**src/rtl/menlo_cnc_pkg.sv**
```systemverilog
// Shared definitions for the CNC command path: instruction bit positions,
// default field widths and the command executor state encoding.
package menlo_cnc_pkg;

    localparam int DIRECTION           = 0;
    localparam int ACTION              = 1;
    localparam int C_SIGNAL_WIDTH      = 32;
    localparam int C_INSTRUCTION_WIDTH = 4;

    typedef enum logic [1:0] {
        ST_IDLE,
        ST_FETCH,
        ST_LOAD,
        ST_RUN
    } exec_state_t;

endpackage

```
**src/rtl/command_executor_pulse_phase_counter.sv**
```systemverilog
// Phase/pulse counter for one command: captures period, width and count on
// load, then walks the phase through each period while run is high.
module pulse_phase_counter #(
    parameter int c_signal_width = 32
) (
    input  logic                      i_clock,
    input  logic                      i_reset,
    input  logic                      i_load,
    input  logic                      i_run,
    input  logic [c_signal_width-1:0] i_period,
    input  logic [c_signal_width-1:0] i_width,
    input  logic [c_signal_width-1:0] i_count,
    output logic                      o_pulse_active,
    output logic                      o_last_cycle
);

    logic [c_signal_width-1:0] w_period_eff;
    logic [c_signal_width-1:0] w_width_eff;
    logic [c_signal_width-1:0] r_period;
    logic [c_signal_width-1:0] r_width;
    logic [c_signal_width-1:0] r_count;
    logic [c_signal_width-1:0] r_phase;
    logic [c_signal_width-1:0] r_pulses;

    // A zero period behaves as one cycle, and the high time always leaves a low cycle.
    assign w_period_eff = (i_period == '0) ? c_signal_width'(1) : i_period;
    assign w_width_eff  = (i_width < w_period_eff) ? i_width : w_period_eff - c_signal_width'(1);

    always_ff @(posedge i_clock) begin
        if (i_reset) begin
            r_period <= '0;
            r_width  <= '0;
            r_count  <= '0;
            r_phase  <= '0;
            r_pulses <= '0;
        end else if (i_load) begin
            r_period <= w_period_eff;
            r_width  <= w_width_eff;
            r_count  <= i_count;
            r_phase  <= '0;
            r_pulses <= '0;
        end else if (i_run) begin
            if (r_phase == r_period - c_signal_width'(1)) begin
                r_phase  <= '0;
                r_pulses <= r_pulses + c_signal_width'(1);
            end else begin
                r_phase <= r_phase + c_signal_width'(1);
            end
        end
    end

    assign o_pulse_active = (r_phase < r_width);
    assign o_last_cycle   = (r_phase == r_period - c_signal_width'(1)) &&
                            (r_pulses == r_count - c_signal_width'(1));

endmodule

```
**src/rtl/command_executor.sv**
```systemverilog
// Fetches step/dwell commands from a FIFO and plays them out as pulse trains.
// Define COMMAND_EXECUTOR_POSITION_EN to add the signed step position output.
module command_executor
    import menlo_cnc_pkg::*;
#(
    parameter int c_signal_width      = C_SIGNAL_WIDTH,
    parameter int c_instruction_width = C_INSTRUCTION_WIDTH
) (
    input  logic                           clock,
    input  logic                           reset,
    input  logic                           enable,
    input  logic                           clear_status,
    input  logic                           remove_buffer_empty,
    output logic                           remove_signal,
    input  logic [c_instruction_width-1:0] remove_instruction,
    input  logic [c_signal_width-1:0]      remove_pulse_period,
    input  logic [c_signal_width-1:0]      remove_pulse_count,
    input  logic [c_signal_width-1:0]      remove_pulse_width,
    output logic                           pulse_out,
    output logic                           direction_out,
    output logic                           busy,
    output logic                           command_done,
    output logic                           underrun
`ifdef COMMAND_EXECUTOR_POSITION_EN
    ,
    output logic signed [31:0]             position
`endif
);

    exec_state_t r_state;
    exec_state_t w_next_state;

    logic w_fifo_ready;
    logic w_count_zero;
    logic w_load;
    logic w_run;
    logic w_pulse_active;
    logic w_last_cycle;
    logic w_unused_instr;
    logic r_direction;
    logic r_action;
    logic r_underrun;

    assign w_fifo_ready   = enable && !remove_buffer_empty;
    assign w_count_zero   = (remove_pulse_count == '0);
    assign w_unused_instr = ^remove_instruction;

    always_ff @(posedge clock) begin
        if (reset) begin
            r_state <= ST_IDLE;
        end else begin
            r_state <= w_next_state;
        end
    end

    always_comb begin
        w_next_state = r_state;
        case (r_state)
            ST_IDLE:  if (w_fifo_ready) w_next_state = ST_FETCH;
            ST_FETCH: w_next_state = remove_buffer_empty ? ST_IDLE : ST_LOAD;
            ST_LOAD: begin
                if (!w_count_zero)     w_next_state = ST_RUN;
                else if (w_fifo_ready) w_next_state = ST_FETCH;
                else                   w_next_state = ST_IDLE;
            end
            ST_RUN: begin
                if (w_last_cycle) w_next_state = w_fifo_ready ? ST_FETCH : ST_IDLE;
            end
            default:  w_next_state = ST_IDLE;
        endcase
    end

    always_comb begin
        remove_signal = 1'b0;
        command_done  = 1'b0;
        busy          = 1'b1;
        w_load        = 1'b0;
        w_run         = 1'b0;
        case (r_state)
            ST_IDLE:  busy = 1'b0;
            ST_FETCH: remove_signal = !remove_buffer_empty;
            ST_LOAD: begin
                w_load       = 1'b1;
                command_done = w_count_zero;
            end
            ST_RUN: begin
                w_run        = 1'b1;
                command_done = w_last_cycle;
            end
            default:  busy = 1'b0;
        endcase
    end

    pulse_phase_counter #(
        .c_signal_width (c_signal_width)
    ) u_counter (
        .i_clock        (clock),
        .i_reset        (reset),
        .i_load         (w_load),
        .i_run          (w_run),
        .i_period       (remove_pulse_period),
        .i_width        (remove_pulse_width),
        .i_count        (remove_pulse_count),
        .o_pulse_active (w_pulse_active),
        .o_last_cycle   (w_last_cycle)
    );

    // Underrun is sticky; a new starvation event beats a clear in the same cycle.
    always_ff @(posedge clock) begin
        if (reset) begin
            r_direction <= 1'b0;
            r_action    <= 1'b0;
            r_underrun  <= 1'b0;
        end else begin
            if (w_load) begin
                r_direction <= remove_instruction[DIRECTION];
                r_action    <= remove_instruction[ACTION];
            end
            if (command_done && enable && remove_buffer_empty) r_underrun <= 1'b1;
            else if (clear_status)                            r_underrun <= 1'b0;
        end
    end

    assign pulse_out     = w_run && r_action && w_pulse_active;
    assign direction_out = r_direction;
    assign underrun      = r_underrun;

`ifdef COMMAND_EXECUTOR_POSITION_EN
    logic               r_pulse_prev;
    logic signed [31:0] r_position;

    always_ff @(posedge clock) begin
        if (reset) begin
            r_pulse_prev <= 1'b0;
            r_position   <= '0;
        end else begin
            r_pulse_prev <= pulse_out;
            if (pulse_out && !r_pulse_prev) begin
                r_position <= direction_out ? r_position - 32'sd1 : r_position + 32'sd1;
            end
        end
    end

    assign position = r_position;
`endif

endmodule

```
**config.mk**
```make
export PLATFORM = sky130hd
export DESIGN_NAME = command_executor
export DESIGN_NICKNAME = d
export VERILOG_FILES = /design/src/rtl/menlo_cnc_pkg.sv /design/src/rtl/command_executor_pulse_phase_counter.sv /design/src/rtl/command_executor.sv
export SDC_FILE = /design/constraint.sdc
export NUM_CORES = 1
export LEC_CHECK = 0
export BUFFER_PORTS_ARGS = -buffer_cell sky130_fd_sc_hd__buf_2
export CAP_MARGIN = 5
export CORE_AREA = 5 5 164 166
export CTS_CLUSTER_DIAMETER = 120
export DETAILED_ROUTE_END_ITERATION = 10
export DIE_AREA = 0 0 169 171
export SETUP_SLACK_MARGIN = 0.5
export SLEW_MARGIN = 0
export SYNTH_ARGS = -nofsm -noshare
export SYNTH_HDL_FRONTEND = slang
export SYNTH_SLANG_ARGS = --single-unit
export TNS_END_PERCENT = 10
```
**constraint.sdc**
```tcl
create_clock -name clock -period 4.95 [get_ports clock]
set_clock_uncertainty 0.05 [all_clocks]
set_input_delay 0.7425 -clock clock [delete_from_list [all_inputs] [get_ports clock]]
set_output_delay 0.7425 -clock clock [all_outputs]
set_load 0.005 [all_outputs]
```
After elaboration in Yosys (flattened, before gate mapping)
Index checks and enable logic that the tools add are counted.
{ "word_totals": {"word_cells": 53, "mem_bits_rw": 0, "memories": 0, "latch_bits": 0, "inputBits": 105, "mem_bits_ro": 0, "ff_bits": 165} }
{ "op_classes": {"addsub": 5, "bitwise": 0, "shifts": 0, "n_eq_ne": 7, "order_cmp": 2, "div": 0, "reduce_logical": 14, "n_mux": 16, "multipliers": 0} }
{ "op_table": {"columns": ["cell", "n"], "rows": [
  ["32-bit two-way mux", 3],
  ["32-bit by 1-bit subtractor with 32-bit output, second input constant", 3],
  ["32-bit by 1-bit adder with 32-bit output, second input constant", 2],
  ["32-bit == test", 2],
  ["32-bit logical NOT", 2],
  ["32-bit less-than comparator", 2],
  ["2-bit two-way mux", 4],
  ["2-bit case mux with 4 select lines", 1],
  ["1-bit two-way mux", 7],
  ["1-bit logical AND", 6],
  ["2-bit == test, second input constant", 2],
  ["2-bit inequality test, second input constant", 2],
  ["2-bit AND reduction", 2],
  ["2-bit by 1-bit == test with 1-bit output, second input constant", 1],
  ["2-bit logical NOT", 1],
  ["1-bit case mux with 2 select lines", 1],
  ["2-bit nonzero test", 1],
  ["2-bit OR reduction", 1],
  ["1-bit logical NOT", 1]
]} }

Logic depth before layout (Yosys ltp)
Gate-level depths: netlist of the first run.
{ "depth": {"word_depth": 7, "ltp_mapped": 15, "depth_no_buf": 14} }

Hierarchy
Synthesis of the first run repeated with hierarchy kept, for this count alone.
{ "unflattened": {"hier_cells": 1411, "hier_area_um2": 11488.5} }
{ "by_module_without_submodules": {"columns": ["module", "area_each_um2", "cells_each", "n_inst", "seq_area_each_um2"], "rows": [
  ["pulse_phase_counter", 11165.7, 1369, 1, 3203.1],
  ["command_executor", 322.8, 42, 1, 100.1]
]} }

Least setup slack after synthesis of the first run
OpenSTA, ideal clock, no wires.
{ "synth_timing": {"path_type": "input to register", "from": "input port remove_pulse_period[9]", "to": "register u_counter.r_width[24]", "stages": 14, "slack_ns": 1.127, "arrival_ns": 3.650, "n_path_buf": 0, "t_required_ns": 4.777, "path_cell_list": "or4_1 > nand3b_1 > or4_1 > nor2b_1 > ha_1 > nor2b_1 > nand4_1 > or3_1 > nor3_1 > xnor2_1 > mux2i_1 > a22o_1 > a21oi_1 > o21ai_0"} }
{ "synth_via": {"elab_chain_len": 4, "word_cells_on_any_way": 5} }
{ "synth_lines": {"columns": ["element", "line_no", "text"], "rows": [
  ["start: declaration", "command_executor.sv:16", "input logic [c_signal_width-1:0] remove_pulse_period,"],
  ["32-bit logical NOT", "command_executor_pulse_phase_counter.sv:26", "assign w_period_eff = (i_period == '0) ? c_signal_width'(1) : i_period;"],
  ["32-bit two-way mux *", "command_executor_pulse_phase_counter.sv:26", null],
  ["32-bit by 1-bit subtractor with 32-bit output / 32-bit less-than comparator (equally long branches)", "command_executor_pulse_phase_counter.sv:27", "assign w_width_eff = (i_width < w_period_eff) ? i_width : w_period_eff - c_signal_width'(1);"],
  ["32-bit two-way mux *", "command_executor_pulse_phase_counter.sv:27", null],
  ["end signal: assignment", "command_executor_pulse_phase_counter.sv:38", "r_width <= w_width_eff;"],
  ["end: declaration", "command_executor_pulse_phase_counter.sv:20", "logic [c_signal_width-1:0] r_width;"]
]} }
Mark *: on every way between the ends. The rest lies on a longest branch, timed or not.
A chain may end at the register's enable or synchronous reset.

Worst setup path in the final report of the first run
{ "layout_timing": {"from": "register u_counter.r_period[0]", "to": "output port command_done"} }
{ "layout_via": {"elab_chain_len": 4} }
{ "layout_lines": {"columns": ["element", "line_no", "text"], "rows": [
  ["start: declaration", "command_executor_pulse_phase_counter.sv:19", "logic [c_signal_width-1:0] r_period;"],
  ["start signal: assignment", "command_executor_pulse_phase_counter.sv:37", "r_period <= w_period_eff;"],
  ["32-bit by 1-bit subtractor with 32-bit output", "command_executor_pulse_phase_counter.sv:53", "assign o_last_cycle = (r_phase == r_period - c_signal_width'(1)) &&"],
  ["32-bit == test", "command_executor_pulse_phase_counter.sv:53", null],
  ["1-bit logical AND", "command_executor_pulse_phase_counter.sv:53", null],
  ["1-bit case mux with 2 select lines", "command_executor.sv:79", "case (r_state)"],
  ["end: declaration", "command_executor.sv:22", "output logic command_done,"]
]} }
No other way between the ends.

==> results of run 1 <==
-- final timing paths --
| check | startpoint | end | slack [ns] | cells after the start |
|---|---|---|---|---|
| worst min-delay path | underrun | underrun | 0.41 | 2 |
| worst max register to register | u_counter.r_period[0] | u_counter.r_pulses[10] | 1.02 | 11 |
| worst min register to register | underrun | underrun | 0.41 | 2 |
| worst max-delay path | u_counter.r_period[0] | command_done | 0.65 | 12 |
-- logic make-up after synthesis --
group                      Yosys count  share of synthesized area [%]
AOI/OAI and AO/OA                  294                          17.84
muxes                               20                          1.820
and+or+nand+nor                    564                          27.10
DFF                                165                          29.65
buffers and inverters              158                          5.605
adders and majority gates           67                          7.526
xor gates and xnor gates           133                          10.46
-- cells in the final DEF, fill, tap and decap left out, drive strengths merged, types with 18 or more instances in the layout --
cell type and instances:
a21oi 49, a22o 33, buf 129, dfxtp 165, ha 67, inv 96, mux2i 18, nand2 117
nand3 38, nand4 38, nor2 119, nor3 64, nor4 40, o21ai 73, o22ai 20, or4 22
xnor2 85, xor2 48
-- cells in the mapped netlist (all sizes together) (38+ instances only) --
library cell / n / share of area, %
o21ai: 73 / 3.3
inv: 89 / 3.0
nand3: 38 / 1.7
nand2: 117 / 3.9
xor2: 48 / 3.8
xnor2: 85 / 6.7
nor3: 64 / 3.1
nor2: 119 / 4.0
nor4: 40 / 2.4
a21oi: 49 / 2.2
nand4: 38 / 2.1
dfxtp: 165 / 30
ha: 67 / 7.5
clkbuf: 51 / 1.7
-- tightest hold or removal path, delay by kind of cell (launching register included) --
family             cells  cell delay [ns]
DFF                    1             0.32
and+or+nand+nor        1             0.04
AOI/OAI and AO/OA      1             0.06
-- registers in the layout (all words and copies together), names as in the netlist --
| signal | count |
|---|---|
| u_counter.r_width | 32 |
| u_counter.r_phase | 32 |
| r_state | 2 |
| u_counter.r_period | 32 |
| underrun | 1 |
| u_counter.r_pulses | 32 |
| direction_out | 1 |
| u_counter.r_count | 32 |
| r_action | 1 |
-- area by class of cell --
cell class | count | area (µm²)
Tap cell | 335 | 419.2
Inverter | 89 | 334.1
Timing Repair Buffer | 129 | 698.2
Sequential cell | 165 | 3316
Fill cell | 2541 | 12670
Clock inverter | 15 | 188.9
Multi-Input combinational cell | 1078 | 7416
Clock buffer | 17 | 425.4
-- through the flow --
step	util, %	hold slack [ns]	std cells	setup WS [ns]
after floorplan	-	0.3761	1401	1.127
after global placement	46.89	0.3985	1789	0.5339
after detailed placement	46.89	0.3968	1789	0.5257
after CTS	49.66	0.4177	1821	0.5025
after global routing	50.25	0.4501	1828	0.4820
final	50.25	0.4129	1828	0.6473
-- routing by layer --
layer,track usage [%],vias to the layer above,share of wire [%]
li1,-,5271,-
met1,27.61,4828,47
met4,6.790,0,2.1
met2,36.21,238,47
met5,0,-,0
met3,3.027,48,4.3
-- what timing repair did --
| item | in CTS | in global routing |
|---|---|---|
| resized for setup | 18 | 24 |
| hold buffers | 0 | 0 |
| pin swaps | 4 | 9 |
| setup endpoints to repair | 1 | 1 |
| setup buffers | 0 | 7 |
-- report_power, final --
group	switching, W	internal [W]
combinational	0.000396	0.000288
clock	0.000610	0.000768
sequential	0.0000375	0.00135
==> impl_metrics.prom, run 1 <==
# TYPE chip_impl_metric gauge
chip_impl_metric{name="die_height",unit="µm"} 171
chip_impl_metric{name="async_flop_share",unit="%"} 0
chip_impl_metric{name="clk_latency",unit="ns"} 0.43
chip_impl_metric{name="core_area",unit="µm²"} 25470
chip_impl_info{name="path_cells",value="inv_1 > ha_2 > or4b_1 > or4_1 > nor2_1 > a221o_1 > and3_1 > and4_4 > nand4_1 > and2_4 > nor2b_1 > buf_2"} 1
chip_impl_metric{name="cts.clk_slew.worst_paths",unit="ns"} 0.07
chip_impl_metric{name="crit_path_max_fanout",unit=""} 9
chip_impl_info{name="clock-root-buffer",value="sky130_fd_sc_hd__clkbuf_16"} 1
chip_impl_metric{name="post_synth_instance_area",unit="µm²"} 11140
chip_impl_metric{name="drtIter0Drc",unit=""} 526
chip_impl_metric{name="synthDistinctLibCells",unit=""} 75
chip_impl_metric{name="wire_length_of_the_first_global_routing_pass",unit="mm"} 50.36
chip_impl_info{name="tritoncts",value="done"} 1
chip_impl_metric{name="syn_inst",unit=""} 1401
chip_impl_info{name="cpMaxStageDelayCell",value="sky130_fd_sc_hd__or4b_1"} 1
chip_impl_metric{name="floorplan.die_area",unit="µm²"} 28900
chip_impl_metric{name="drc",unit=""} 0
chip_impl_metric{name="finish.instance_area",unit="µm²"} 12800
chip_impl_metric{name="power_after_layout",unit="W"} 0.003454
chip_impl_metric{name="max_stage_delay",unit="ns"} 0.53
chip_impl_metric{name="port-buffer-count",unit=""} 108
chip_impl_metric{name="power_per_cell_area",unit="nW/µm²"} 269.9
chip_impl_info{name="synthFlopType",value="sky130_fd_sc_hd__dfxtp_1"} 1
chip_impl_metric{name="antenna_found_initial",unit=""} 0
chip_impl_info{name="run_status",value="complete, no violations"} 1
chip_impl_info{name="critical-path-top-delay-family",value="simple AND/OR/NAND/NOR gates"} 1
chip_impl_metric{name="yosys_register_bits",unit=""} 165
chip_impl_metric{name="yosys_warnings",unit=""} 0
chip_impl_metric{name="final-max-slew-violation-count",unit=""} 0
chip_impl_metric{name="setup_violations",unit=""} 0
chip_impl_metric{name="p_leak",unit="nW"} 5.094
chip_impl_metric{name="top_level_ports",unit=""} 111
chip_impl_metric{name="synth_fp_nets",unit=""} 1573
chip_impl_metric{name="finalSetupTns",unit="ns"} 0
chip_impl_info{name="cp-start-kind",value="flop"} 1
chip_impl_info{name="rsz_0062_raised_after_global_routing",value="false"} 1
chip_impl_metric{name="dieWidth",unit="µm"} 169
chip_impl_metric{name="drive_gt1_share",unit="%"} 14.67
chip_impl_metric{name="maxClockFrequency",unit="MHz"} 232.4
chip_impl_metric{name="yosysSeqAreaShare",unit="%"} 29.65
chip_impl_metric{name="insertedDiodeCount",unit=""} 0
chip_impl_metric{name="grt.total_usage",unit="%"} 21.15
chip_impl_metric{name="cts-root-to-sink-buffers",unit=""} 2
chip_impl_metric{name="path_buf_inv",unit=""} 2
chip_impl_metric{name="finalHoldViolations",unit=""} 0
chip_impl_metric{name="initial_core_util",unit="%"} 43.74
chip_impl_metric{name="finalWirelength",unit="mm"} 31.00
chip_impl_metric{name="critical_path_required",unit="ns"} 4.16
chip_impl_metric{name="detailedRoute.firstPassIterationCount",unit=""} 4
chip_impl_metric{name="floorplan.rows",unit=""} 59
chip_impl_metric{name="final.period_utilization",unit="%"} 86.92
chip_impl_info{name="endpoint_class_of_the_critical_path",value="output pin"} 1
chip_impl_metric{name="worst-endpoint-arrival",unit="ns"} 3.51
chip_impl_metric{name="vias_per_cell",unit=""} 5.681
chip_impl_metric{name="pin_count_of_the_biggest_net_entering_global_routing",unit=""} 62
chip_impl_metric{name="slew-limit-headroom",unit="%"} 43.40
chip_impl_metric{name="postPlaceCellArea",unit="µm²"} 11940
chip_impl_metric{name="synth_edf_count",unit=""} 0
chip_impl_metric{name="worst_pin_slew",unit="ns"} 0.8471
chip_impl_metric{name="cts_buffers",unit=""} 17
chip_impl_metric{name="maxCapViolations",unit=""} 0
chip_impl_metric{name="hpwlAfterDp",unit="mm"} 23.98
chip_impl_metric{name="gp_congestion",unit=""} 0.8810
chip_impl_metric{name="layout.nets",unit=""} 1652
chip_impl_metric{name="clock_tree.htree_level_count",unit=""} 4
chip_impl_metric{name="area_growth",unit="%"} 14.88
chip_impl_metric{name="via_count",unit=""} 10390
chip_impl_metric{name="antenna_left",unit=""} 0
chip_impl_metric{name="grt_pass1_vias",unit=""} 10070
chip_impl_metric{name="syn_avg_cell_area",unit="µm²"} 7.951
chip_impl_metric{name="timing.final.crit_period",unit="ns"} 4.303
chip_impl_info{name="worst_hold_path_type",value="reg2reg"} 1
chip_impl_metric{name="irDropWorstVdd",unit="V"} 0.0002362
chip_impl_info{name="critPathKind",value="reg2out"} 1
chip_impl_metric{name="clock-sinks",unit=""} 165
chip_impl_metric{name="detail_route.wl_per_cell",unit="µm"} 16.96
chip_impl_metric{name="grt_remaining_overflow",unit=""} 0
Note: power is estimated with default switching activity, not from simulation.
==> run 2: changes to the inputs <==
==> constraint.sdc (replaced) <==
create_clock -name clock -period 4.95 [get_ports clock]
set_clock_uncertainty 0.05 [all_clocks]
set_input_delay 0.99 -clock clock [delete_from_list [all_inputs] [get_ports clock]]
set_output_delay 0.99 -clock clock [all_outputs]
set_load 0.005 [all_outputs]
==> run 2 against run 1 <==
Count of clock-buffer cells in the layout grew 1. Via count grew 1.4%. Clock power is essentially flat. Register-to-register slack gained 0.05 ns. Worst setup slack lost 0.23 ns. Critical endpoint unchanged.
==> impl_metrics.prom, run 2 (same netlist as run 1, synthesis figures left out) <==
# TYPE chip_impl_metric gauge
chip_impl_metric{name="clock-sinks",unit=""} 165
chip_impl_metric{name="grt_remaining_overflow",unit=""} 0
chip_impl_info{name="final_cell_mix",value="sky130_fd_sc_hd__dfxtp_1 (162), sky130_fd_sc_hd__nor2_1 (119), sky130_fd_sc_hd__nand2_1 (116), sky130_fd_sc_hd__buf_2 (108), sky130_fd_sc_hd__inv_1 (89)"} 1
chip_impl_info{name="clock-root-buffer",value="sky130_fd_sc_hd__clkbuf_16"} 1
chip_impl_metric{name="timing.final.crit_period",unit="ns"} 4.535
chip_impl_metric{name="core_area",unit="µm²"} 25470
chip_impl_info{name="run_status",value="complete, no violations"} 1
chip_impl_metric{name="register_area",unit="µm²"} 3309
chip_impl_metric{name="drtIter0Drc",unit=""} 539
chip_impl_info{name="reg2reg_to",value="u_counter.r_pulses[14]"} 1
chip_impl_metric{name="path_buf_inv",unit=""} 3
chip_impl_metric{name="clock_tree.htree_level_count",unit=""} 4
chip_impl_metric{name="insertedDiodeCount",unit=""} 0
chip_impl_metric{name="r2r_setup_slack",unit="ns"} 1.07
chip_impl_metric{name="hpwlAfterDp",unit="mm"} 24.15
chip_impl_metric{name="wire_length_of_the_first_global_routing_pass",unit="mm"} 51.37
chip_impl_metric{name="detailedRoute.firstPassIterationCount",unit=""} 5
chip_impl_metric{name="worst-endpoint-arrival",unit="ns"} 3.50
chip_impl_metric{name="finalHoldViolations",unit=""} 0
chip_impl_metric{name="slew-limit-headroom",unit="%"} 41.24
chip_impl_metric{name="gp_congestion",unit=""} 0.8553
chip_impl_metric{name="irDropWorstVdd",unit="V"} 0.0002287
chip_impl_metric{name="finalWirelength",unit="mm"} 31.38
chip_impl_metric{name="floorplan.rows",unit=""} 59
chip_impl_metric{name="detail_route.wl_per_cell",unit="µm"} 17.00
chip_impl_metric{name="crit_path_max_fanout",unit=""} 6
chip_impl_info{name="layout_commonest_cell",value="sky130_fd_sc_hd__dfxtp_1"} 1
chip_impl_metric{name="floorplan.die_area",unit="µm²"} 28900
chip_impl_metric{name="top_level_ports",unit=""} 111
chip_impl_metric{name="multi_input_logic_area",unit="µm²"} 7391
chip_impl_metric{name="setup_violations",unit=""} 0
chip_impl_metric{name="grt_pass1_vias",unit=""} 10330
chip_impl_metric{name="worst_pin_slew",unit="ns"} 0.8794
chip_impl_metric{name="antenna_left",unit=""} 0
chip_impl_info{name="cp-start-kind",value="flop"} 1
chip_impl_metric{name="number_of_instances_on_the_worst_hold_path",unit=""} 2
chip_impl_metric{name="drive_gt1_share",unit="%"} 15.02
chip_impl_metric{name="maxClockFrequency",unit="MHz"} 220.5
chip_impl_metric{name="grt_use_met1",unit="%"} 27.68
chip_impl_metric{name="max_stage_delay",unit="ns"} 0.40
chip_impl_metric{name="via_count",unit=""} 10530
chip_impl_metric{name="initial_core_util",unit="%"} 43.74
chip_impl_metric{name="layout.nets",unit=""} 1670
chip_impl_info{name="path_cells",value="buf_6 > or3_4 > nor4_4 > mux2i_1 > o21ai_2 > a221o_1 > a2111oi_4 > buf_4 > nand4_1 > and2_4 > nor2b_1 > buf_2"} 1
chip_impl_metric{name="maxCapViolations",unit=""} 0
chip_impl_metric{name="postPlaceCellArea",unit="µm²"} 12050
chip_impl_info{name="top_usage_layer",value="met2"} 1
chip_impl_metric{name="drc",unit=""} 0
chip_impl_metric{name="holdBufCountCts",unit=""} 0
chip_impl_info{name="worst_hold_startpoint",value="underrun"} 1
chip_impl_metric{name="cts.clk_slew.worst_paths",unit="ns"} 0.07
chip_impl_metric{name="dieWidth",unit="µm"} 169
chip_impl_metric{name="final-max-slew-violation-count",unit=""} 0
chip_impl_metric{name="antenna_found_initial",unit=""} 0
chip_impl_metric{name="die_height",unit="µm"} 171
chip_impl_metric{name="area_growth",unit="%"} 15.89
chip_impl_info{name="rsz_0062_raised_after_global_routing",value="true"} 1
chip_impl_metric{name="worst-r2r-cell-count",unit=""} 12
chip_impl_metric{name="cts-root-to-sink-buffers",unit=""} 2
chip_impl_info{name="crit-reg2reg-launch",value="u_counter.r_period[0]"} 1
chip_impl_metric{name="pin_count_of_the_biggest_net_entering_global_routing",unit=""} 62
chip_impl_metric{name="met2_usage",unit="%"} 38.19
chip_impl_info{name="critPathKind",value="reg2out"} 1
chip_impl_info{name="endpoint_class_of_the_critical_path",value="output pin"} 1
chip_impl_metric{name="grt.total_usage",unit="%"} 21.63
chip_impl_metric{name="finish.instance_area",unit="µm²"} 12910
chip_impl_metric{name="clk_latency",unit="ns"} 0.44
chip_impl_info{name="cpMaxStageDelayCell",value="sky130_fd_sc_hd__or3_4"} 1
chip_impl_metric{name="critical_path_required",unit="ns"} 3.91
chip_impl_info{name="critical-path-top-delay-family",value="simple AND/OR/NAND/NOR gates"} 1
chip_impl_metric{name="groute.layer.met3.usage",unit="%"} 2.403
chip_impl_metric{name="final.period_utilization",unit="%"} 91.62
chip_impl_metric{name="cts_buffers",unit=""} 17
chip_impl_metric{name="p_leak",unit="nW"} 5.156
chip_impl_metric{name="fillCellCount",unit=""} 2504
chip_impl_info{name="worst_hold_path_type",value="reg2reg"} 1
chip_impl_metric{name="port-buffer-count",unit=""} 108
chip_impl_info{name="tritoncts",value="done"} 1
chip_impl_info{name="min_delay_worst_endpoint",value="underrun"} 1
chip_impl_metric{name="power_per_cell_area",unit="nW/µm²"} 271.7
chip_impl_metric{name="postLayoutCoreUtil",unit="%"} 50.69
chip_impl_metric{name="vias_per_cell",unit=""} 5.706
[run 2: cell count changes in the layout (fill, tap and decap cells not counted), sizes merged]
cell / change
bufinv: +1
buf: +18
inv: -4
clkinvlp: +2
clkbuf: +1
[run 2: how the worst max path moves through the flow]
stage                            from                     to  slack, ns  cells after the start
2_1_floorplan  remove_pulse_period[9]  u_counter.r_width[24]       0.88                     14
3_3_place_gp     u_counter.r_count[5]           command_done       0.06                     11
3_5_place_dp     u_counter.r_count[5]           command_done     -0.008                     11
4_1_cts          u_counter.r_count[3]           command_done       0.37                     12
5_1_grt          u_counter.r_count[2]           command_done       0.32                     12
6_report         u_counter.r_count[3]           command_done       0.41                     12
[run 2: final cells by class]
class	instances	share of cell area [%]
flip-flops and latches	165	25.63
clock inverters	14	1.367
inverters	89	2.588
well taps	335	3.247
clock buffers	18	3.402
repair buffers	147	6.513
multi-input cells	1078	57.25
[run 2: per-stage QoR]
| stage | setup slack (ns) | total power [W] | std cells | hold slack (ns) | setup TNS, ns |
|---|---|---|---|---|---|
| 2_1_floorplan | 0.8795 | 0.001852 | 1401 | 0.3761 | 0 |
| 5_1_grt | 0.3176 | 0.003651 | 1846 | 0.4494 | 0 |
| 3_3_place_gp | 0.06095 | 0.002062 | 1804 | 0.3968 | 0 |
| 3_5_place_dp | -0.007561 | 0.002073 | 1804 | 0.3984 | -0.007561 |
| 6_report | 0.4150 | 0.003508 | 1846 | 0.4088 | 0 |
| 4_1_cts | 0.3691 | 0.003507 | 1842 | 0.4174 | 0 |
[run 2: where the power goes]
group | internal (W) | total (W) | switching, W
registers | 0.00135 | 0.00139 | 0.0000326
logic | 0.000307 | 0.000709 | 0.000402
clock network | 0.000814 | 0.00141 | 0.000599
[run 2: layer usage]
layer / up-vias / wire length, µm
li1: 5312 / -
met1: 4945 / 14690
met2: 235 / 14860
met3: 41 / 1129
met4: 0 / 695
met5: - / 0
[run 2: worst reg2reg max path, stage by stage (launching register included)]
cell                       delay (ns)
sky130_fd_sc_hd__dfxtp_1         0.35
sky130_fd_sc_hd__inv_1           0.14
sky130_fd_sc_hd__ha_4            0.21
sky130_fd_sc_hd__or4b_1          0.51
sky130_fd_sc_hd__or4_1           0.46
sky130_fd_sc_hd__nor2_1          0.12
sky130_fd_sc_hd__a221o_1         0.17
sky130_fd_sc_hd__buf_4           0.14
sky130_fd_sc_hd__o31ai_1         0.10
sky130_fd_sc_hd__a2111o_1        0.48
sky130_fd_sc_hd__or3_1           0.55
sky130_fd_sc_hd__or3_1           0.40
sky130_fd_sc_hd__a21oi_1         0.14
[run 2: repair_timing]
| action | 4_1_cts | 5_1_grt |
|---|---|---|
| buffers inserted | 6 | 4 |
| resized for setup | 28 | 6 |
| endpoints found under the setup margin | 1 | 1 |
| pin swaps | 14 | 3 |
| hold endpoints to repair | 0 | 0 |
